--- src/rtl/sffsrce_pipe_pkg.sv ---
// Shared constants and helpers for the sffsrce_pipe register pipeline.
package sffsrce_pipe_pkg;

    localparam int unsigned MODE_LOCKSTEP = 0;
    localparam int unsigned MODE_ELASTIC  = 1;

    // Width needed to hold a count from 0 to depth inclusive.
    function automatic int unsigned occ_width(input int unsigned depth);
        return $clog2(depth + 1);
    endfunction

endpackage

--- src/rtl/sffsrce_stage.sv ---
// One pipeline stage: data register plus valid bit.
// Priority on each edge: rst_ni > srst_i > sset_i > load_i.
module sffsrce_stage #(
    parameter int unsigned      WIDTH   = 8,
    parameter logic [WIDTH-1:0] RST_VAL = '0,
    parameter logic [WIDTH-1:0] SET_VAL = '1
) (
    input  logic             clk_i,
    input  logic             rst_ni,
    input  logic             srst_i,
    input  logic             sset_i,
    input  logic             load_i,
    input  logic [WIDTH-1:0] d_i,
    input  logic             vld_i,
    output logic [WIDTH-1:0] d_o,
    output logic             vld_o
);

    logic [WIDTH-1:0] data_d, data_q;
    logic             vld_d, vld_q;

    always_comb begin
        data_d = data_q;
        vld_d  = vld_q;
        if (srst_i) begin
            data_d = RST_VAL;
            vld_d  = 1'b0;
        end else if (sset_i) begin
            data_d = SET_VAL;
            vld_d  = 1'b1;
        end else if (load_i) begin
            vld_d = vld_i;
            // A bubble moving in leaves the old data in place.
            if (vld_i) begin
                data_d = d_i;
            end
        end
    end

    always_ff @(posedge clk_i) begin
        if (!rst_ni) begin
            data_q <= RST_VAL;
            vld_q  <= 1'b0;
        end else begin
            data_q <= data_d;
            vld_q  <= vld_d;
        end
    end

    assign d_o   = data_q;
    assign vld_o = vld_q;

endmodule

--- src/rtl/sffsrce_pipe.sv ---
// Register pipeline with clock enable, synchronous set/clear and valid/ready
// handshake; lockstep shift or bubble-collapsing advance selected by ELASTIC.
module sffsrce_pipe
    import sffsrce_pipe_pkg::*;
#(
    parameter int unsigned      WIDTH   = 8,
    parameter int unsigned      DEPTH   = 4,
    parameter logic [WIDTH-1:0] RST_VAL = '0,
    parameter logic [WIDTH-1:0] SET_VAL = '1,
    parameter int unsigned      ELASTIC = MODE_LOCKSTEP
) (
    input  logic                          clk,
    input  logic                          rst_n,
    input  logic                          ce,
    input  logic                          sset,
    input  logic                          srst,
    input  logic [WIDTH-1:0]              d,
    input  logic                          d_vld,
    output logic                          d_rdy,
    output logic [WIDTH-1:0]              q,
    output logic                          q_vld,
    input  logic                          q_rdy,
    output logic [occ_width(DEPTH)-1:0]   occ
);

    localparam int unsigned OW = occ_width(DEPTH);

    if (DEPTH == 0) begin : g_bad_depth
        $error("sffsrce_pipe: DEPTH must be at least 1");
    end

    logic [WIDTH-1:0] stg_data [DEPTH];
    logic [WIDTH-1:0] src_data [DEPTH];
    logic [DEPTH-1:0] stg_vld;
    logic [DEPTH-1:0] src_vld;
    logic [DEPTH-1:0] load;
    logic             accept, retire;
    logic [OW-1:0]    occ_d, occ_q;

    // load[i]: stage i takes the contents of stage i-1 (or d) on this edge.
    always_comb begin : adv_chain
        logic nxt;
        nxt  = 1'b0;
        load = '0;
        if (ELASTIC == MODE_ELASTIC) begin
            nxt = q_rdy;
            for (int i = int'(DEPTH) - 1; i >= 0; i--) begin
                load[i] = ce & (~stg_vld[i] | nxt);
                nxt     = load[i];
            end
        end else begin
            nxt  = ce & (q_rdy | ~stg_vld[DEPTH-1]);
            load = {DEPTH{nxt}};
        end
    end

    always_comb begin
        src_data[0] = d;
        src_vld[0]  = d_vld;
        for (int i = 1; i < int'(DEPTH); i++) begin
            src_data[i] = stg_data[i-1];
            src_vld[i]  = stg_vld[i-1];
        end
    end

    for (genvar i = 0; i < int'(DEPTH); i++) begin : g_stage
        sffsrce_stage #(
            .WIDTH   (WIDTH),
            .RST_VAL (RST_VAL),
            .SET_VAL (SET_VAL)
        ) u_stage (
            .clk_i   (clk),
            .rst_ni  (rst_n),
            .srst_i  (srst),
            .sset_i  (sset),
            .load_i  (load[i]),
            .d_i     (src_data[i]),
            .vld_i   (src_vld[i]),
            .d_o     (stg_data[i]),
            .vld_o   (stg_vld[i])
        );
    end

    always_comb begin
        // Words offered while reset, clear or set own the edge would be lost.
        d_rdy  = rst_n & ~srst & ~sset & load[0];
        accept = d_vld & d_rdy;
        retire = stg_vld[DEPTH-1] & q_rdy & load[DEPTH-1];
        occ_d  = occ_q;
        if (srst) begin
            occ_d = '0;
        end else if (sset) begin
            occ_d = OW'(DEPTH);
        end else if (accept & ~retire) begin
            occ_d = occ_q + 1'b1;
        end else if (retire & ~accept) begin
            occ_d = occ_q - 1'b1;
        end
    end

    always_ff @(posedge clk) begin
        if (!rst_n) begin
            occ_q <= '0;
        end else begin
            occ_q <= occ_d;
        end
    end

    assign q     = stg_data[DEPTH-1];
    assign q_vld = stg_vld[DEPTH-1];
    assign occ   = occ_q;

endmodule

--- config.mk ---
export PLATFORM = sky130hd
export DESIGN_NAME = sffsrce_pipe
export DESIGN_NICKNAME = d
export VERILOG_FILES = /design/src/rtl/sffsrce_pipe_pkg.sv /design/src/rtl/sffsrce_stage.sv /design/src/rtl/sffsrce_pipe.sv
export SDC_FILE = /design/constraint.sdc
export NUM_CORES = 1
export LEC_CHECK = 0
export CAP_MARGIN = 5
export CORE_MARGIN = 2
export CORE_UTILIZATION = 45
export DETAILED_ROUTE_END_ITERATION = 8
export DONT_BUFFER_PORTS = 1
export PLACE_DENSITY = 0.68
export SETUP_SLACK_MARGIN = 0.3
export SYNTH_ARGS = -nofsm -noshare
export SYNTH_HDL_FRONTEND = slang
export SYNTH_SLANG_ARGS = --single-unit
export TNS_END_PERCENT = 50
--- constraint.sdc ---
create_clock -name clk -period 3.9 [get_ports clk]
set_clock_uncertainty 0.15 [all_clocks]
set_input_delay 0.78 -clock clk [delete_from_list [all_inputs] [get_ports clk]]
set_output_delay 0.78 -clock clk [all_outputs]
set_load 0.03 [all_outputs]
## Word level (Yosys, flattened, before mapping)

Cells that the tools add are included.

- $add $sub $neg: 2
- Bitwise gates (word level): 16
- Mux-type cells: 23
- Reductions and logical operators: 13

Operators by type and width:

| cell | count |
|---|---|
| $mux 8 | 12 |
| $reduce_bool 2->1 | 6 |
| $and 1x1->1 | 9 |
| $mux 3 | 3 |
| $mux 1 | 8 |
| $reduce_and 2->1 | 4 |
| $not 1->1 | 6 |
| $add 3x1->3 const B | 1 |
| $reduce_bool 3->1 | 1 |
| $reduce_or 3->1 | 1 |
| $sub 3x1->3 const B | 1 |
| $reduce_or 2->1 | 1 |
| $or 1x1->1 | 1 |

- Register bits: 39
- Input port bits: 15
- Output and inout port bits: 13

## Depth between registers and ports, before layout

- Depth after elaboration: 10
- Gate-level depth with buffers: 10
- Mapped depth without buffers: 9

## Hierarchy

A second synthesis with hierarchy kept.

- Cell total of the unflattened synthesis: 162
- Area, all modules: 1929.4 sq um

By module, submodules not included:

| module | area an instance (sq um) | cells each | instances |
|---|---|---|---|
| sffsrce_stage | 421.7 | 34 | 4 |
| sffsrce_pipe | 242.7 | 26 | 1 |

## Least setup slack after synthesis

OpenSTA, ideal clock, no wires.

- Path type: in2reg
- From: input port ce
- To: register occ_q[2] (netlist: occ[2])
- Setup time: 91 ps
- Buffers on the path: 1
- Cell stages on the path: 10
- Data arrival time: 2896 ps
- Data required time: 3659 ps
- Slack: 763 ps
- Path through: buf_6 inv_1 nor4_4 and2_1 ha_1 inv_1 fa_1 nor3b_1 a2111oi_0 a311oi_1

- Cells in the longest elaborated chain, start to end: 6
- Elaborated cells on any way between the ends: 11

Ends and longest elaborated chain:

| what | line | text |
|---|---|---|
| from (decl) | sffsrce_pipe.sv:14 | `input logic ce,` |
| $and 1x1->1 (*) | sffsrce_pipe.sv:52 | `nxt = ce & (q_rdy \| ~stg_vld[DEPTH-1]);` |
| $and 1x1->1 (*) | sffsrce_pipe.sv:86 | `d_rdy = rst_n & ~srst & ~sset & load[0];` |
| named net d_rdy | sffsrce_pipe.sv:19 | `output logic d_rdy,` |
| $and 1x1->1 (*) | sffsrce_pipe.sv:87 | `accept = d_vld & d_rdy;` |
| $and 1x1->1 or $not 1->1 (tied branches) | sffsrce_pipe.sv:94, sffsrce_pipe.sv:96 |  |
| $mux 3 or $and 1x1->1 (tied branches) | sffsrce_pipe.sv:94, sffsrce_pipe.sv:96 |  |
| $mux 3 or $reduce_bool 3->1 (tied branches) | n/a |  |
| to (signal assigned) | sffsrce_pipe.sv:103 | `occ_q <= '0;` |
| to (signal assigned) | sffsrce_pipe.sv:105 | `occ_q <= occ_d;` |
| to (decl) | sffsrce_pipe.sv:38 | `logic [OW-1:0] occ_d, occ_q;` |

The timed path passes the listed nets; every way through them passes the cells marked *.
A chain may end at the register's enable or synchronous reset.

## Worst setup path after layout

- From: register g_stage[3].u_stage.vld_q
- To: register occ_q[2] (netlist: occ[2])

- Cells in the longest elaborated chain, start to end: 8
- Elaborated cells on any way between the ends: 14

Ends and longest elaborated chain:

| what | line | text |
|---|---|---|
| from (decl) | sffsrce_stage.sv:20 | `logic vld_d, vld_q;` |
| from (signal assigned) | sffsrce_stage.sv:46 | `vld_q <= vld_d;` |
| $not 1->1 | sffsrce_pipe.sv:52 |  |
| $or 1x1->1 | sffsrce_pipe.sv:52 |  |
| $and 1x1->1 | sffsrce_pipe.sv:52 |  |
| $and 1x1->1 (on tied branches) | sffsrce_pipe.sv:86, sffsrce_pipe.sv:88 |  |
| $and 1x1->1 or $not 1->1 (tied branches) | sffsrce_pipe.sv:87, sffsrce_pipe.sv:94 |  |
| $and 1x1->1 or $not 1->1 (tied branches) | sffsrce_pipe.sv:94, sffsrce_pipe.sv:96 |  |
| $mux 3 or $and 1x1->1 (tied branches) | sffsrce_pipe.sv:94, sffsrce_pipe.sv:96 |  |
| $mux 3 or $reduce_bool 3->1 (tied branches) | n/a |  |

Parallel ways exist; a longest one is shown, timed or not.

==> impl_metrics.env <==
export IMPL_end_kind="flip-flop"
export IMPL_post_route_util_pct=49.2
export IMPL_synth_top_area_cell="dfxtp_1"
export IMPL_holdCritPathClass="flip-flop to flip-flop"
export IMPL_routed_wirelength_mm=3.63
export IMPL_multi_input_comb_area_sq_um=851
export IMPL_post_drt_via_cell_ratio=5.92
export IMPL_int_power_uw=570
export IMPL_clock_insertion_delay_worst_skew_ns=0.28
export IMPL_core_sq_um=3740
export IMPL_synthesis_instances=191
export IMPL_pin_count_of_the_biggest_net_entering_global_routing=63
export IMPL_worst_slew_margin_rel_pct=56.9
export IMPL_cts_resized_gates=0
export IMPL_critical_path_max_fanout=5
export IMPL_post_cts_setup_buffer_count=0
export IMPL_dp_hpwl_mm=2.40
export IMPL_finalSetupViolCount=0
export IMPL_p_comb_share_pct=8.1
export IMPL_global_route_overflow_total=0
export IMPL_synth_async_reset_ratio_pct=0
export IMPL_yosys_cell_count_top_type="dfxtp_1"
export IMPL_synth_adder_area_share_pct=2.50
export IMPL_power_density_nw_per_um2=414
export IMPL_worst_slack_ns=1.13
export IMPL_gp_congestion=0.761
export IMPL_synth_area_sq_um=1800
export IMPL_ys_top_cells_by_count="39 x dfxtp_1, 24 x a211oi_1, 24 x nor2_1, 24 x nor4_1"
export IMPL_route_vias_total=1380
export IMPL_synth_cell_type_count=33
export IMPL_clock_edge_transition_at_the_registers_on_the_reported_setup_and_hold_paths_ns=0.07
export IMPL_power_switching_fraction_pct=25.3
export IMPL_net_count_after_synthesis=209
export IMPL_synthesis_warning_total=0
export IMPL_antenna_found_initial=0
export IMPL_max_clock_freq_ghz=0.361
export IMPL_detailedRoute_firstIterationViolations=62
export IMPL_clock_power_share_pct=33.6
export IMPL_arrival_ns=2.82
export IMPL_synth_seq_area_share_pct=43.4
export IMPL_static_leakage_power_uw=0.000641
export IMPL_drtPass1Iterations=6
export IMPL_worst_pin_slew_ns=0.645
export IMPL_std_cell_rows=22
export IMPL_synth_xor_xnor_area_share_pct=0.487
export IMPL_synth_compound_area_share_pct=21.8
export IMPL_seq_area_sq_um=781
export IMPL_critPathLaunchType="flip-flop"
export IMPL_die_width_um=67.2
export IMPL_cts_root_buf="clkbuf_8"
export IMPL_synthMuxAreaShare_pct=0.556
export IMPL_fp_dieH_um=67.2
export IMPL_p_seq_share_pct=58.2
export IMPL_synthesis_stage_register_bit_count=39
export IMPL_die_area_sq_um=4520
export IMPL_detail_routed_net_length_per_standard_cell_um=15.6
export IMPL_worst_ep_required_time_ns=3.95
export IMPL_route_detailed_drc=0
export IMPL_tritoncts_clock_tree="yes"
export IMPL_report_power_total_uw=763
export IMPL_gr_usage_all_layers_pct=17.8
export IMPL_setup_repair_after_global_routing_missed_its_margin="no"
export IMPL_drv_max_cap_violation_count=0
export IMPL_final_min_clock_period_ns=2.77
export IMPL_worst_setup_slack_after_placement_ns=0.858
export IMPL_clock_path_buffers=2
export IMPL_timing_max_transition_violations_final=0
export IMPL_post_route_cells_drive_above_1_share_pct=8.11
export IMPL_cts_buffers=5
export IMPL_fillers=391
export IMPL_grt_pass1_wl_mm=6.12
export IMPL_critPathKind="flip-flop to flip-flop"
export IMPL_grt_pass1_vias=1343
export IMPL_pin_count=28
export IMPL_synth_top_family_by_area="simple AND/OR/NAND/NOR gates"
export IMPL_cts_sinks=39
export IMPL_outcome="finished, final reports clean"
export IMPL_synth_edf_count=0
export IMPL_number_of_buffer_cells_added_on_primary_ports=0
export IMPL_share_of_yosys_cell_area_claimed_by_the_top_area_cell_type_pct=43.4
export IMPL_net_switching_uw=193
export IMPL_ys_dominant_reg_cell="dfxtp_1"
export IMPL_post_cts_hold_buffer_count=0
export IMPL_synth_simple_gate_area_share_pct=21.9
export IMPL_antenna_cells_inserted=0
export IMPL_finish_net_count=202
export IMPL_hold_viol=0
export IMPL_syn_to_final_growth_pct=2.30
export IMPL_final_setup_tns_ns=0
export IMPL_syn_area_per_cell_sq_um=9.42
export IMPL_detail_route_antenna_nets=0
export IMPL_yosys_top_cells_area="dfxtp_1 43%, a211oi_1 10%, nor4_1 8.3%, nor2_1 5.0%, o311a_1 4.5%"
export IMPL_finalHoldWorstSlack_ns=0.370
export IMPL_initial_utilization_pct=48.1
export IMPL_timing_final_crit_share_pct=71.0
export IMPL_worst_ir_drop_vdd_uv=268
export IMPL_ctsHtreeMaxLevel=2
worst paths after layout:
check / from / to / slack, ns / cells after the start
max: g_stage[3].u_stage.vld_o / occ[2] / 1.13 / 10
min: g_stage[0].u_stage.d_o[0] / g_stage[1].u_stage.d_o[0] / 0.37 / 1
max reg2reg: g_stage[3].u_stage.vld_o / occ[2] / 1.13 / 10
min reg2reg: g_stage[0].u_stage.d_o[0] / g_stage[1].u_stage.d_o[0] / 0.37 / 1
per-layer routing:
metal	up-vias	share of wire, %	track usage (%)
met3	4	4.7	4.83
met2	32	45	29.2
met1	645	50	21.9
met4	0	1.0	7.40
li1	699	-	-
met5	-	0	0
kinds of logic (layout without fill, tap and decap cells):
| family | count (synthesis) | count (layout) |
|---|---|---|
| muxes | 1 | 1 |
| AOI/OAI and AO/OA | 52 | 52 |
| DFF | 39 | 39 |
| adders and majority gates | 3 | 3 |
| xor gates and xnor gates | 1 | 1 |
| and+or+nand+nor | 66 | 66 |
| buffers and inverters | 29 | 23 |
worst max-delay path: stages, from the launching register on:
cell and delay [ns]:
dfxtp_1 0.44, nor2b_4 0.20, nor4_4 0.19, buf_4 0.20, and2_1 0.14, ha_1 0.21, inv_1 0.07, fa_1 0.40
nor3b_1 0.29, a2111oi_0 0.14, a311oi_1 0.26
power groups by stage:
stage	Sequential (uW)	Clock [uW]	Combinational, uW
2_1_floorplan	449	0	66.6
3_3_place_gp	452	0	59.5
3_5_place_dp	454	0	61.9
4_1_cts	444	264	62.4
5_1_grt	447	284	70.1
6_report	444	257	61.9
stage by stage:
step | cell area, sq um | instances
after global placement | 1760 | 225
after floorplan | 1800 | 191
after CTS | 1840 | 233
after global routing | 1840 | 233
final | 1840 | 233
after detailed placement | 1760 | 225
layout make-up:
cell class	count	share of cell area, %
Clock buffer	7	4.15
Tap cell	48	3.26
Multi-Input combinational cell	123	46.2
Inverter	12	2.45
Clock inverter	1	0.272
Timing Repair Buffer	3	1.22
Sequential cell	39	42.4
cells in the final DEF (no fill, tap or decap), types with 2 or more instances in the layout:
cell and count:
dfxtp_1 39, nor4_1 24, a211oi_1 24, nor2_1 24, inv_1 12, o21ai_0 12, o311a_1 8, nand2_1 5
clkbuf_8 5, nand3_4 3, a31oi_1 3, buf_4 3, nand2b_1 2, nor3_1 2, ha_1 2, clkbuf_1 2
sequential cells by signal, summed over array words and instances, names as in the netlist:
name                   count
g_stage.u_stage.d_o       32
occ                        3
g_stage.u_stage.vld_o      4
Power figures use the tool's default switching activity.
